--- src/rtl/velocity_cell_reader_pkg.sv ---
// Shared types and constants for the velocity cell reader and its skid FIFO.
package velocity_cell_reader_pkg;

  typedef enum logic [2:0] {
    ST_IDLE,
    ST_CNT_RD,
    ST_CNT_WAIT,
    ST_STREAM,
    ST_DRAIN
  } state_e;

  // Velocity word layout: {vz, vy, vx}, 32 bits per component.
  localparam int VEL_W  = 32;
  localparam int VX_LSB = 0;
  localparam int VX_MSB = 31;
  localparam int VY_LSB = 32;
  localparam int VY_MSB = 63;
  localparam int VZ_LSB = 64;
  localparam int VZ_MSB = 95;

  // Word 0 of every cell memory holds the particle count.
  localparam int CNT_ADDR = 0;

  function automatic logic [3*VEL_W-1:0] pack_vel(input logic [VEL_W-1:0] vx,
                                                  input logic [VEL_W-1:0] vy,
                                                  input logic [VEL_W-1:0] vz);
    return {vz, vy, vx};
  endfunction

endpackage

--- src/rtl/velocity_cell_reader_skid_fifo.sv ---
// Two-entry FIFO that catches read data returning one cycle after issue,
// so the stream never loses a word while the consumer stalls.
module vel_skid_fifo #(
  parameter int WIDTH = 105
) (
  input  logic             clk,
  input  logic             rst,
  input  logic             push_i,
  input  logic [WIDTH-1:0] push_data_i,
  input  logic             pop_i,
  output logic [WIDTH-1:0] head_o,
  output logic             valid_o,
  output logic [1:0]       occ_o
);

  logic [WIDTH-1:0] entry_q [2];
  logic             wr_ptr_q;
  logic             rd_ptr_q;
  logic [1:0]       occ_q;
  logic             do_push;
  logic             do_pop;

  assign do_pop  = pop_i && (occ_q != 2'd0);
  assign do_push = push_i && ((occ_q != 2'd2) || do_pop);

  // NOTE: sequential state uses non-blocking (<=) so every register samples pre-edge values.
  always_ff @(posedge clk or posedge rst) begin
    if (rst) begin
      // NOTE: the two data slots are reset along with the pointers so the stream outputs read 0 after reset.
      entry_q[0] <= '0;
      entry_q[1] <= '0;
      wr_ptr_q   <= 1'b0;
      rd_ptr_q   <= 1'b0;
      occ_q      <= 2'd0;
    end else begin
      if (do_push) begin
        entry_q[wr_ptr_q] <= push_data_i;
        wr_ptr_q          <= ~wr_ptr_q;
      end
      if (do_pop) begin
        rd_ptr_q <= ~rd_ptr_q;
      end
      occ_q <= occ_q + {1'b0, do_push} - {1'b0, do_pop};
    end
  end

  assign head_o  = entry_q[rd_ptr_q];
  assign valid_o = (occ_q != 2'd0);
  assign occ_o   = occ_q;

endmodule

--- src/rtl/velocity_cell_reader.sv ---
// Reads the particle count then streams particles 1..N from one velocity cell
// memory, sharing the port with write-back. Optional macro: VEL_CNT_CLAMP_EN.
module velocity_cell_reader
  import velocity_cell_reader_pkg::*;
#(
  parameter int DATA_WIDTH   = 96,
  parameter int PARTICLE_NUM = 220,
  parameter int ADDR_WIDTH   = 8
) (
  input  logic                  clk,
  input  logic                  rst,
  input  logic                  start,
  output logic [ADDR_WIDTH-1:0] mem_address,
  output logic [DATA_WIDTH-1:0] mem_data,
  output logic                  mem_rden,
  output logic                  mem_wren,
  input  logic [DATA_WIDTH-1:0] mem_q,
  output logic                  out_valid,
  input  logic                  out_ready,
  output logic [DATA_WIDTH-1:0] out_data,
  output logic [ADDR_WIDTH-1:0] out_id,
  output logic                  out_last,
  input  logic                  wb_valid,
  input  logic [ADDR_WIDTH-1:0] wb_addr,
  input  logic [DATA_WIDTH-1:0] wb_data,
  output logic [ADDR_WIDTH-1:0] particle_cnt,
  output logic                  busy,
`ifdef VEL_CNT_CLAMP_EN
  output logic                  cnt_err,
`endif
  output logic                  done
);

  localparam int                    ENTRY_W    = 1 + ADDR_WIDTH + DATA_WIDTH;
  localparam logic [ADDR_WIDTH-1:0] CNT_ADDR_A = ADDR_WIDTH'(CNT_ADDR);
  localparam logic [ADDR_WIDTH-1:0] MAX_ADDR   = ADDR_WIDTH'(PARTICLE_NUM - 1);

  state_e                state_q;
  logic [ADDR_WIDTH-1:0] rd_addr_q;
  logic [ADDR_WIDTH-1:0] cnt_q;
  logic [ADDR_WIDTH-1:0] cnt_d;
  logic [ADDR_WIDTH-1:0] fly_id_q;
  logic                  fly_q;
  logic                  done_q;

  logic                  cnt_rd_go;
  logic                  stream_rd;
  logic                  wb_hit;
  logic                  pop;
  logic                  fifo_valid;
  logic [1:0]            occ;
  logic [2:0]            credit;
  logic [ENTRY_W-1:0]    head;

  assign pop    = fifo_valid && out_ready;
  assign credit = {1'b0, occ} + {2'b0, fly_q};
  assign wb_hit = (wb_addr != CNT_ADDR_A) && (wb_addr <= MAX_ADDR);

  // A beat leaving this cycle frees its slot, which keeps one read per cycle flowing.
  assign cnt_rd_go = (state_q == ST_CNT_RD) && !wb_valid;
  assign stream_rd = (state_q == ST_STREAM) && !wb_valid &&
                     (credit < (3'd2 + {2'b0, pop}));

  always_comb begin
    // NOTE: every output gets a default first so no path infers a latch.
    mem_address = '0;
    mem_data    = '0;
    mem_rden    = 1'b0;
    mem_wren    = 1'b0;
    if (!rst) begin
      if (wb_valid) begin
        if (wb_hit) begin
          mem_wren    = 1'b1;
          mem_address = wb_addr;
          mem_data    = wb_data;
        end
      end else if (cnt_rd_go) begin
        mem_rden    = 1'b1;
        mem_address = CNT_ADDR_A;
      end else if (stream_rd) begin
        mem_rden    = 1'b1;
        mem_address = rd_addr_q;
      end
    end
  end

`ifdef VEL_CNT_CLAMP_EN
  logic cnt_over;
  logic cnt_err_q;

  always_comb begin
    cnt_d    = mem_q[ADDR_WIDTH-1:0];
    cnt_over = (cnt_d > MAX_ADDR);
    if (cnt_over) cnt_d = MAX_ADDR;
  end

  always_ff @(posedge clk or posedge rst) begin
    if (rst) begin
      cnt_err_q <= 1'b0;
    end else if ((state_q == ST_IDLE) && start) begin
      cnt_err_q <= 1'b0;
    end else if ((state_q == ST_CNT_WAIT) && cnt_over) begin
      cnt_err_q <= 1'b1;
    end
  end

  assign cnt_err = cnt_err_q;
`else
  assign cnt_d = mem_q[ADDR_WIDTH-1:0];
`endif

  always_ff @(posedge clk or posedge rst) begin
    if (rst) begin
      state_q   <= ST_IDLE;
      rd_addr_q <= '0;
      cnt_q     <= '0;
      fly_q     <= 1'b0;
      fly_id_q  <= '0;
      done_q    <= 1'b0;
    end else begin
      done_q <= 1'b0;
      fly_q  <= stream_rd;
      if (stream_rd) fly_id_q <= rd_addr_q;
      unique case (state_q)
        ST_IDLE: begin
          if (start) state_q <= ST_CNT_RD;
        end
        ST_CNT_RD: begin
          if (cnt_rd_go) state_q <= ST_CNT_WAIT;
        end
        ST_CNT_WAIT: begin
          cnt_q <= cnt_d;
          if (cnt_d == '0) begin
            done_q  <= 1'b1;
            state_q <= ST_IDLE;
          end else begin
            rd_addr_q <= ADDR_WIDTH'(1);
            state_q   <= ST_STREAM;
          end
        end
        ST_STREAM: begin
          if (stream_rd) begin
            if (rd_addr_q == cnt_q) state_q <= ST_DRAIN;
            else                    rd_addr_q <= rd_addr_q + ADDR_WIDTH'(1);
          end
        end
        ST_DRAIN: begin
          // Finish as soon as the final beat leaves, not a cycle later.
          if (!fly_q && ((occ == 2'd0) || ((occ == 2'd1) && pop))) begin
            done_q  <= 1'b1;
            state_q <= ST_IDLE;
          end
        end
        default: state_q <= ST_IDLE;
      endcase
    end
  end

  vel_skid_fifo #(
    .WIDTH (ENTRY_W)
  ) u_fifo (
    .clk         (clk),
    .rst         (rst),
    .push_i      (fly_q),
    .push_data_i ({(fly_id_q == cnt_q), fly_id_q, mem_q}),
    .pop_i       (pop),
    .head_o      (head),
    .valid_o     (fifo_valid),
    .occ_o       (occ)
  );

  assign {out_last, out_id, out_data} = head;
  assign out_valid    = fifo_valid;
  assign particle_cnt = cnt_q;
  assign busy         = (state_q != ST_IDLE);
  assign done         = done_q;

endmodule

--- config.mk ---
export PLATFORM = sky130hd
export DESIGN_NAME = velocity_cell_reader
export DESIGN_NICKNAME = d
export VERILOG_FILES = /design/src/rtl/velocity_cell_reader_pkg.sv /design/src/rtl/velocity_cell_reader_skid_fifo.sv /design/src/rtl/velocity_cell_reader.sv
export SDC_FILE = /design/constraint.sdc
export NUM_CORES = 1
export LEC_CHECK = 0
export ABC_AREA = 1
export BUFFER_PORTS_ARGS = -buffer_cell sky130_fd_sc_hd__clkbuf_2
export CELL_PAD_IN_SITES_DETAIL_PLACEMENT = 1
export CELL_PAD_IN_SITES_GLOBAL_PLACEMENT = 2
export CORE_UTILIZATION = 28
export DETAILED_ROUTE_END_ITERATION = 10
export HOLD_SLACK_MARGIN = 0.12
export PLACE_DENSITY = 0.85
export SYNTH_ARGS = -nofsm -noshare
export SYNTH_HDL_FRONTEND = slang
export SYNTH_SLANG_ARGS = --single-unit
--- constraint.sdc ---
create_clock -name clk -period 10.6 [get_ports clk]
set_clock_uncertainty 0.05 [all_clocks]
set_input_delay 2.12 -clock clk [delete_from_list [all_inputs] [get_ports clk]]
set_output_delay 2.12 -clock clk [all_outputs]
set_load 0.01 [all_outputs]
* Yosys cells after proc, flatten, opt, wreduce, memory -nomap -nowiden
Cells that the tools add are included.
Word-level totals: register bits after elaboration 243, bits of input ports 205, word-level logic and storage cells 98
Operators by class: magnitude comparators 5, equal/unequal tests 15, bitwise gates (word level) 4, add/sub/neg operators 5, muxes and demuxes 35, reduce and logical (&&, ||, !) cells 23
Operator list (count):
- 105-bit two-way mux | 4
- 96-bit two-way mux | 3
- 210-bit bitwise mux | 1
- 105-bit demux with 1-bit select | 1
- 8-bit two-way mux | 8
- 8-bit equality test | 2
- 8-bit one-hot mux with 2 select lines | 1
- 3-bit two-way mux | 5
- 3-bit one-hot mux with 5 select lines | 1
- 2-bit != test (second input constant) | 7
- 1-bit logical AND | 10
- 1-bit two-way mux | 9
- 8-bit by 1-bit adder with 8-bit output (second input constant) | 1
- 8-bit <= comparator (second input constant) | 1
- 8-bit logical NOT | 1
- 8-bit nonzero test | 1
- 3-bit by 2-bit equality test with 1-bit output (second input constant) | 2
- 5-bit AND reduction | 1
- 2-bit greater-or-equal comparator (second input constant) | 2
- 1-bit inverter with 2-bit output | 2
- 4-bit AND reduction | 1
- 2-bit nonzero test | 2
- 2-bit by 1-bit adder with 3-bit output | 1
- 2-bit by 1-bit adder with 3-bit output (first input constant) | 1
- other kinds (16) | 19

* Depth between registers and ports, before layout
Gate-level depths: netlist (run 1).
word-level depth 9, gate-level depth with buffers 11, depth with buffers taken out 10

* By module
A second synthesis (run 1) with hierarchy kept.
Unflattened totals: cell total of the unflattened synthesis 1777, area total of the unflattened synthesis 12859.8 sq um
By module, submodules not included:
- vel_skid_fifo | area an instance 10184.8 sq um, times used 1, cells an instance 1298
- velocity_cell_reader | area an instance 2675.1 sq um, times used 1, cells an instance 479

* Least setup slack after synthesis (run 1)
OpenSTA, ideal clock, no wires.
path type input -> output, from in wb_addr[0], to out mem_wren, path buffers 2, stages on the path 6, data arrival time 3147 ps, required time 8430 ps, slack 5283 ps, cell sequence nor4_1 -> nand2_1 -> nand3_1 -> clkbuf_1 -> buf_2 -> inv_1
On the way: cells in the longest elaborated chain, start to end 5
Ends and longest elaborated chain:
- start: declaration | RTL line velocity_cell_reader.sv:24 | input logic [ADDR_WIDTH-1:0] wb_addr,
- 8-bit <= comparator / 8-bit nonzero test (equally long branches) | RTL line velocity_cell_reader.sv:57 | assign wb_hit = (wb_addr != CNT_ADDR_A) && (wb_addr <= MAX_ADDR);
- 1-bit logical AND (*) | RTL line velocity_cell_reader.sv:57
- 1-bit two-way mux (*) | RTL line velocity_cell_reader.sv:72 | if (wb_hit) begin
- 1-bit two-way mux (*) | RTL line velocity_cell_reader.sv:71 | if (wb_valid) begin
- 1-bit two-way mux (*) | RTL line velocity_cell_reader.sv:70 | if (!rst) begin
- end: declaration | RTL line velocity_cell_reader.sv:16 | output logic mem_wren,
Mark *: on every way between the ends. The rest lies on a longest branch, timed or not.

* Worst setup path after layout (run 1)
from in rst, to out mem_address[1]
On the way: cells in the longest elaborated chain, start to end 1
Ends and longest elaborated chain:
- start: declaration | RTL line velocity_cell_reader.sv:11 | input logic rst,
- 8-bit two-way mux | RTL line velocity_cell_reader.sv:70
- end: declaration | RTL line velocity_cell_reader.sv:13 | output logic [ADDR_WIDTH-1:0] mem_address,
Every way passes these cells.

==> metrics.md, run 1 <==
| Metric | Value |
|---|---|
| Status | completed |
| Reg2reg path depth | 10 |
| DR iter-0 viols | 493 |
| Nets | 2188 |
| Initial antenna violation count | 1 |
| Residual DRC | 0 |
| Ant diodes | 0 |
| Fmax | 161 MHz |
| Setup bufs post-CTS | 0 |
| Clock transition at the registers of the reported paths | approximately 0.06 ns |
| Vias in the first global route | 11800 |
| Worst slack at placement | around 4.4 ns |
| VDD IR-drop max | 0.0000835 V |
| First-pass GRT wire length | about 64 mm |
| Clock tree buffer depth | 3 |
| Post-synthesis sequential area ratio | 48.8% |
| Cts bufs inserted | 28 |
| Root Driver | clkbuf_16 |
| Endpoint type of the worst setup path | primary output |
| Worst Setup SP | rst |
| Initial Util | 28.7% |
| Worst Min Path Start | u_fifo.entry_q[72] |
| Largest area contributor in the netlist | dfrtp_1 |
| Synth area leaders | dfrtp_1 49%, nand2_1 16%, inv_1 6.9%, o21ai_2 6.0%, nand2_2 4.6% |
| WHS Path Cells | 2 |
| First drt pass iteration count | 4 |
| Met1 Track Usage GR | 21.2% |
| Syn Std Cell Area | ~12000 sq um |
| Post-CTS Resized | 0 |
| Setup CP Type | input pin to primary output |
| GRT Util Overall | 18.1% |
| Area grow syn2layout | 27.4% |
| CP cell instances | clkbuf_2 -> nor2_1 -> nand3_4 -> o22ai_1 -> clkbuf_2 |
| Yosys warning count | 0 |
| Power Dens Cells | ~280 nW/um^2 |
| Clock Sinks | 243 |
| Worst r2r src | u_fifo.occ_o[1] |
| Crit path arrival time | 4.06 ns |
| Die Ht | 213 microns |
| Die ar. | 45300 sq um |
| Hold-fix buffers, CTS | 0 |
| Syn avg cell area | 7.77 sq um |
| Busiest grt layer | met2 |
| Final ANT Viol Nets | 0 |
| CORE AREA | 43500 sq um |
| Mean routed wirelength per cell | 16.0 microns |
| RSZ-0062 raised after global routing | no |
| Cell area after layout | 15900 sq um |
| Maximum net fanout on the critical path | 105 |
| Vias | 11400 |
| Met2 GRT Util | 32.8% |
| Placed instance area | around 15000 sq um |
| Share of layout cells above drive strength 1 | between 30% and 40% |
| Max Slew Vio Count | 0 |
| Top cell type's share of synthesized area | 48.8% |
| Total Neg Setup Slack | 0 ns |
| Final period util | 58.7% |
| RD Place Congestion | 0.855 |
| CTS tree | built |
| Worst-skew pair later-pin latency | roughly 0.55 ns |
| # setup viols final | 0 |
| Leak | approximately 9.1 nW |
| HP Class | flop to flop |
| CP max stage delay | around 0.79 ns |
| CP Launch Type | input pin |
| Setup slack after layout | 4.37 ns |
| Post-route minimum period | 6.23 ns |
| CP max stage cell | nand3_4 |
| Syn Nets | 1813 |
| Fill cell count | between 5000 and 6000 |
| Drt total wl | 41.4 mm |
| Worst Path Required | 8.43 ns |
| Remaining Overflow, GRT | 0 |
| Synth cell types | 31 |
| Max cap viols | 0 |
| Post-layout util | approximately 36% |
| Port bufs | about 430 |
| Hold Fails Final Rpt | 0 |
| Crit path top cell by count | clkbuf_2 |
| I/O pins | 427 |
| Pin count of the biggest net entering global routing | 112 |
| Row count | 76 |
| FF+latch count, synth | 243 |
| H-tree Lvls | 1 |
| Synth Instances | 1603 |
| DP Wirelength | 30.0 mm |
| Met3 usage | 3.37% |
| Worst slew pin tran | 1.10 ns |
| Rel. slew slack | 26.5% |
| Die width | about 210 microns |
| Vias per inst | 4.41 |
==> cells in the final DEF, fill, tap and decap left out, types with 2 or more instances in the layout <==
cell | synthesis | layout
a21oi_1 | 3 | 3
buf_4 | 0 | 9
clkbuf_1 | 49 | 6
clkbuf_16 | 0 | 29
clkbuf_2 | 0 | 426
clkbuf_8 | 0 | 12
clkinv_2 | 0 | 3
dfrtp_1 | 243 | 242
ha_1 | 5 | 5
inv_1 | 230 | 229
inv_2 | 6 | 5
nand2_1 | 524 | 523
nand2_2 | 92 | 92
nand2_4 | 1 | 2
nand3_1 | 15 | 14
nand3_2 | 2 | 2
nand4_1 | 12 | 12
nor2_1 | 117 | 117
nor3_1 | 4 | 4
nor4_1 | 2 | 2
o21ai_0 | 41 | 41
o21ai_1 | 102 | 102
o21ai_2 | 85 | 85
o22ai_1 | 8 | 8
or2_2 | 2 | 2
xnor2_1 | 7 | 7
xor2_1 | 7 | 7
==> synthesized netlist by cell type <==
library cell  count
o21ai_1         102
a31oi_1           1
buf_8             1
xnor2_1           7
clkbuf_1         49
o21ai_2          85
buf_6            20
nor4_1            2
nand3_2           2
ha_1              5
buf_1             3
o22ai_1           8
o21ai_0          41
nand2_2          92
a21oi_4           1
nand3_1          15
inv_1           230
nand4_1          12
inv_2             6
or2_2             2
or2_1             1
nor2_1          117
buf_2            17
a21oi_1           3
dfrtp_1         243
nand2_1         524
o41ai_1           1
nor3_1            4
xor2_1            7
nand2_4           1
nand3b_1          1
==> per-stage QoR <==
stage,std cells,power (mW),hold WS (ns)
3_3_place_gp,2533,3.37,0.416
5_1_grt,2584,4.75,0.449
2_1_floorplan,1603,2.75,0.403
6_report,2584,4.38,0.432
4_1_cts,2584,4.47,0.438
3_5_place_dp,2533,3.45,0.423
==> where the power goes <==
| part | leakage (nW) | switching [mW] | internal, mW | total [mW] |
|---|---|---|---|---|
| registers | 3.11 | 0.301 | 1.34 | 1.64 |
| logic | 5.54 | 1.08 | 0.667 | 1.74 |
| clock network | 0.473 | 0.386 | 0.605 | 0.990 |
| total | 9.13 | 1.76 | 2.62 | 4.38 |
==> kinds of logic after synthesis <==
group | Yosys count | synth area share (%)
AND/OR/NAND/NOR | 773 | 25.9
flip-flops | 243 | 48.8
AO/OA/AOI/OAI | 242 | 12.5
adder cells (fa/ha/maj) | 5 | 0.502
XOR/XNOR | 14 | 0.985
buffers and inverters | 326 | 11.3
==> worst max-delay path, delay by kind of cell <==
kind / cells / cell delay (ns)
AND/OR/NAND/NOR: 2 / 1.03
AO/OA/AOI/OAI: 1 / 0.45
buffers and inverters: 2 / 0.42
==> final cells by class <==
class / count / area, sq um / area share, %
clock inverters: 4 / 47.5 / 0.300
inverters: 236 / 895 / 5.64
repair buffers: 435 / 2200 / 13.9
well taps: 585 / 732 / 4.62
multi-input cells: 1034 / 4990 / 31.4
clock buffers: 47 / 913 / 5.76
flip-flops and latches: 243 / 6080 / 38.4
==> registers in the layout, summed over array words and instances, names as in the netlist <==
signal and flops:
particle_cnt 8, rd_addr_q 8, fly_q 1, state_q 3, u_fifo.wr_ptr_q 1, done 1
fly_id_q 8, u_fifo.entry_q 210, u_fifo.occ_o 2, u_fifo.rd_ptr_q 1
==> per-layer routing <==
metal / up-vias / part of all wire, %
li1: 5600 / -
met1: 5430 / 40
met2: 308 / 51
met3: 53 / 5.9
met4: 0 / 3.2
met5: - / 0
==> path summary, 6_finish.rpt <==
kind                                            end  slack [ns]
worst max-delay path                 mem_address[1]        4.37
worst min-delay path             u_fifo.entry_q[72]        0.43
worst max register to register  u_fifo.entry_q[157]        7.24
worst min register to register   u_fifo.entry_q[72]        0.43
max in group asynchronous               fly_id_q[0]        7.22
min in group asynchronous               fly_id_q[2]        1.80
No activity file was read; power rests on OpenSTA's default activity.
==> inputs of run 2 (changes only) <==
--- a/config.mk
+++ b/config.mk
@@ -9,10 +9,10 @@
 export BUFFER_PORTS_ARGS = -buffer_cell sky130_fd_sc_hd__clkbuf_2
 export CELL_PAD_IN_SITES_DETAIL_PLACEMENT = 1
 export CELL_PAD_IN_SITES_GLOBAL_PLACEMENT = 2
-export CORE_UTILIZATION = 28
+export CORE_UTILIZATION = 25
 export DETAILED_ROUTE_END_ITERATION = 10
 export HOLD_SLACK_MARGIN = 0.12
-export PLACE_DENSITY = 0.85
+export PLACE_DENSITY = 0.8
 export SYNTH_ARGS = -nofsm -noshare
 export SYNTH_HDL_FRONTEND = slang
 export SYNTH_SLANG_ARGS = --single-unit
==> constraint.sdc (replaced) <==
create_clock -name clk -period 5.2 [get_ports clk]
set_clock_uncertainty 0.05 [all_clocks]
set_input_delay 1.04 -clock clk [delete_from_list [all_inputs] [get_ports clk]]
set_output_delay 1.04 -clock clk [all_outputs]
set_load 0.01 [all_outputs]
==> metrics.md, run 2 (synthesis results as in run 1) <==
| Metric | Value |
|---|---|
| Vias | ~12000 |
| HP Class | flop to flop |
| Power Dens Cells | about 560 nW/um^2 |
| Hold Path End | u_fifo.entry_q[71] |
| Fmax | 253 MHz |
| Final ANT Viol Nets | 0 |
| Total Neg Setup Slack | 0 ns |
| Share of layout cells above drive strength 1 | 33.6% |
| Max cap viols | 0 |
| Setup bufs post-CTS | 0 |
| H-tree Lvls | 1 |
| CTS tree | built |
| Pin count of the biggest net entering global routing | 150 |
| Worst Min Path Start | u_fifo.entry_q[71] |
| Die width | 225 microns |
| Area grow syn2layout | 28.5% |
| DP Wirelength | ~33 mm |
| Worst Path Required | 4.11 ns |
| First drt pass iteration count | 4 |
| Post-CTS Resized | 0 |
| Commonest non-fill, non-tap cells in the layout | 523 x nand2_1, 426 x clkbuf_2, 242 x dfrtp_1 |
| Fill cell count | 6140 |
| Worst r2r src | u_fifo.occ_o[1] |
| Post-route minimum period | a little under 4 ns |
| I/O pins | between 400 and 500 |
| Drt total wl | 45.3 mm |
| Crit path arrival time | 2.86 ns |
| Initial antenna violation count | 3 |
| Worst-skew pair later-pin latency | 0.57 ns |
| GRT Util Overall | roughly 18% |
| Critical register-to-register path endpoint | u_fifo.entry_q[70] |
| Leak | 9.15 nW |
| Row count | 81 |
| Final period util | 76.0% |
| Initial Util | approximately 25% |
| Clock Sinks | approximately 240 |
| Die Ht | approximately 230 microns |
| Hold Fails Final Rpt | 0 |
| Clock transition at the registers of the reported paths | 0.05 ns |
| VDD IR-drop max | slightly above 0.0003 V |
| Status | completed |
| Top reg by flops | u_fifo.entry_q |
| Hold-fix buffers, CTS | 0 |
| CP Launch Type | input pin |
| Endpoint type of the worst setup path | primary output |
| Rel. slew slack | 30.4% |
| Vias in the first global route | between 10000 and 15000 |
| R2r setup slk | 2.73 ns |
| Max reg flops | 210 |
| DR iter-0 viols | 495 |
| Die ar. | 50700 sq um |
| Reg2reg path depth | 10 |
| Residual DRC | 0 |
| # setup viols final | 0 |
| Mean routed wirelength per cell | 17.0 microns |
| RSZ-0062 raised after global routing | no |
| Setup CP Type | input pin to primary output |
| Clock tree buffer depth | 3 |
| Remaining Overflow, GRT | 0 |
| RD Place Congestion | 0.962 |
| WHS Path Cells | 2 |
| Cts bufs inserted | 29 |
| Root Driver | clkbuf_16 |
| Port bufs | 426 |
| Maximum net fanout on the critical path | 72 |
| Post-layout util | 32.6% |
| Max Slew Vio Count | 0 |
| Commonest non-fill, non-tap cell in the layout | nand2_1 |
| Vias per inst | 4.31 |
| Nets | ~2200 |
| First-pass GRT wire length | 69.8 mm |
| Worst slew pin tran | roughly 1.0 ns |
| CORE AREA | 49100 sq um |
==> run 2: cell count changes in the layout (fill, tap and decap cells not counted), sizes merged <==
cell	delta
buf	+2
clkinv	+2
diode	+2
clkbuf	-1
inv	+1
==> run 2: routing by layer <==
metal	part of all wire, %	track usage [%]
met1	38	19.5
met2	51	32.0
met3	6.4	4.51
met4	4.9	8.78
met5	0.022	0
==> run 2: area by class of cell <==
type                            count  area [sq um]  area share (%)
Multi-Input combinational cell   1034          4990            31.2
Antenna cell                        2          5.00          0.0313
Clock inverter                      7          75.1           0.469
Tap cell                          664           831            5.19
Sequential cell                   243          6080            38.0
Inverter                          236           892            5.58
Clock buffer                       46           860            5.37
Timing Repair Buffer              437          2260            14.2
==> run 2: worst max-delay path, cell delays in order <==
cell,delay (ns)
clkbuf_2,0.10
nor4_1,0.30
nand2_1,0.14
nand3_4,0.30
buf_4,0.63
o22ai_1,0.16
clkbuf_2,0.17
==> run 2: per-stage QoR <==
step                      hold slack (ns)  power, mW  instance area (sq um)  setup WS, ns  instances
final                               0.432       8.96                  16000          1.25       2669
after global placement              0.415       6.95                  15100          1.31       2614
after floorplan                     0.403       5.61                  12500         0.672       1603
after global routing                0.454       9.74                  16000         0.980       2668
after detailed placement            0.423       7.10                  15100          1.25       2614
after CTS                           0.439       9.16                  16000          1.15       2667
==> run 2: power breakdown <==
group          total [mW]  internal (mW)  switching [mW]
Combinational        3.62           1.38            2.24
Clock                1.99           1.18           0.806
Sequential           3.36           2.74           0.617
==> run 2: how the worst max path moves through the flow <==
stage	startpoint	to	slack (ns)
final	wb_addr[0]	mem_address[0]	1.25
after global routing	wb_addr[0]	mem_address[0]	0.98
after CTS	fly_q	mem_address[7]	1.15
after detailed placement	wb_addr[0]	mem_address[0]	1.25
after global placement	wb_addr[0]	mem_address[2]	1.31
after floorplan	rst	done	0.67
==> inputs of run 3 (changes only) <==
==> constraint.sdc (replaced) <==
create_clock -name clk -period 3.4 [get_ports clk]
set_clock_uncertainty 0.05 [all_clocks]
set_input_delay 0.68 -clock clk [delete_from_list [all_inputs] [get_ports clk]]
set_output_delay 0.68 -clock clk [all_outputs]
set_load 0.01 [all_outputs]
==> metrics.md, run 3 (synthesis results as in run 1) <==
| Metric | Value |
|---|---|
| Die width | 225 microns |
| DR iter-0 viols | 472 |
| Final hold slack | 0.242 ns |
| Drt total wl | 42.6 mm |
| Root Driver | clkbuf_16 |
| First-pass GRT wire length | 66.5 mm |
| Vias | about 12000 |
| Worst slack at placement | 0.565 ns |
| Post-layout util | approximately a third |
| Initial Util | 25.4% |
| Max cap viols | 0 |
| I/O pins | 427 |
| Hold-fix buffers, CTS | 0 |
| Share of layout cells above drive strength 1 | ~34% |
| Clock network power share | 22.9% |
| Part of the power in registers | 36.3% |
| Hold Fails Final Rpt | 0 |
| Worst slew pin tran | 0.682 ns |
| Endpoint type of the worst setup path | primary output |
| Power Dens Cells | 859 nW/um^2 |
| GRT Util Overall | between 10% and 20% |
| Psw | 5.65 mW |
| Cell area after layout | 16200 sq um |
| Clock Sinks | around 240 |
| Nets | 2200 |
| Top reg by flops | u_fifo.entry_q |
| Internal | approximately 8.3 mW |
| Clock tree buffer depth | 3 |
| Initial antenna violation count | 0 |
| Setup CP Type | flop to primary output |
| Final ANT Viol Nets | 0 |
| Vias per inst | roughly 4.3 |
| Mean routed wirelength per cell | 15.9 microns |
| Fmax | 309 MHz |
| Max reg flops | 210 |
| Remaining Overflow, GRT | 0 |
| Combinational share of power | 40.8% |
| HP Class | input pin to asynchronous set/reset pin |
| First drt pass iteration count | 4 |
| Clock transition at the registers of the reported paths | about 0.060 ns |
| Area grow syn2layout | 30.4% |
| Total Neg Setup Slack | 0 ns |
| DP Wirelength | 31.1 mm |
| Die Ht | between 200 and 250 microns |
| CP Launch Type | flop |
| Final period util | 95.2% |
| Design Power | 13.9 mW |
| Post-route minimum period | between 3 and 4 ns |
| Commonest non-fill, non-tap cells in the layout | 522 x nand2_1, 426 x clkbuf_2, 242 x dfrtp_1 |
| Setup slack after layout | ~0.16 ns |
| Maximum net fanout on the critical path | 15 |
| Cts bufs inserted | 28 |
| Port bufs | 426 |
| Final Non-Filler Cells | ~2700 |
| Die ar. | 50700 sq um |
| Pin count of the biggest net entering global routing | 106 |
| R2r setup slk | 1.19 ns |
| Worst Path Required | 2.67 ns |
| Row count | 81 |
| H-tree Lvls | 1 |
| Sw frac | 40.5% |
| CTS tree | built |
| Ant diodes | 0 |
| RSZ-0062 raised after global routing | no |
| Worst-skew pair later-pin latency | 0.58 ns |
| RD Place Congestion | ~0.85 |
| Max Slew Vio Count | 0 |
| Vias in the first global route | roughly 12000 |
| Placed instance area | 15200 sq um |
| Crit path arrival time | roughly 2.5 ns |
| # setup viols final | 0 |
| Commonest non-fill, non-tap cell in the layout | nand2_1 |
| Residual DRC | 0 |
| Rel. slew slack | a little over half |
| Placed Cells incl. Taps | 2622 |
| Status | completed |
| CORE AREA | 49100 sq um |
| Leak | 9.26 nW |
| VDD IR-drop max | 0.000439 V |
-- run 3: path summary, 6_finish.rpt --
kind,endpoint,from,cells past startpoint
hold reg to reg,u_fifo.entry_q[71],u_fifo.entry_q[71],2
setup reg to reg,rd_addr_q[2],fly_q,9
setup / recovery,mem_address[5],fly_q,9
hold / removal,rd_addr_q[7],rst,3
max in group asynchronous,u_fifo.entry_q[165],rst,4
min in group clk,u_fifo.entry_q[8],mem_q[8],3
-- run 3: metal layers --
metal / routed length [microns] / GRT usage [%] / vias to the layer above
met3: 2420 / 3.23 / 66
met5: 0 / 0 / -
met1: 17500 / 20.0 / 5472
met4: 1850 / 7.66 / 0
li1: - / - / 5646
met2: 20900 / 29.0 / 322
-- run 3: repair_timing --
| item | CTS | global route |
|---|---|---|
| buffers inserted | 2 | 0 |
| gates resized for setup | 1 | 2 |
| endpoints found under the setup margin | 8 | 8 |
-- run 3: layout make-up --
cell class / instances / area, sq um
fillers: 6147 / 32800
clock buffers: 43 / 807
multi-input cells: 1034 / 4990
flip-flops and latches: 243 / 6080
well taps: 664 / 831
repair buffers: 447 / 2460
clock inverters: 8 / 168
inverters: 236 / 897
-- run 3: critical path, cell delays in order, from the launching register on --
cell      delay (ns)
dfrtp_1         0.42
ha_1            0.22
ha_1            0.18
or2_2           0.27
nor2_1          0.11
nand2_2         0.13
clkinv_4        0.14
nand2_1         0.09
o22ai_1         0.20
clkbuf_2        0.17
-- run 3: power groups by stage --
stage / clock network [mW] / logic [mW] / registers (mW)
detailed placement: 0 / 5.82 / 5.11
global route: 3.43 / 6.47 / 5.24
global placement: 0 / 5.70 / 5.03
CTS: 3.32 / 5.86 / 5.07
finish: 3.19 / 5.69 / 5.07
floorplan: 0 / 3.70 / 4.88
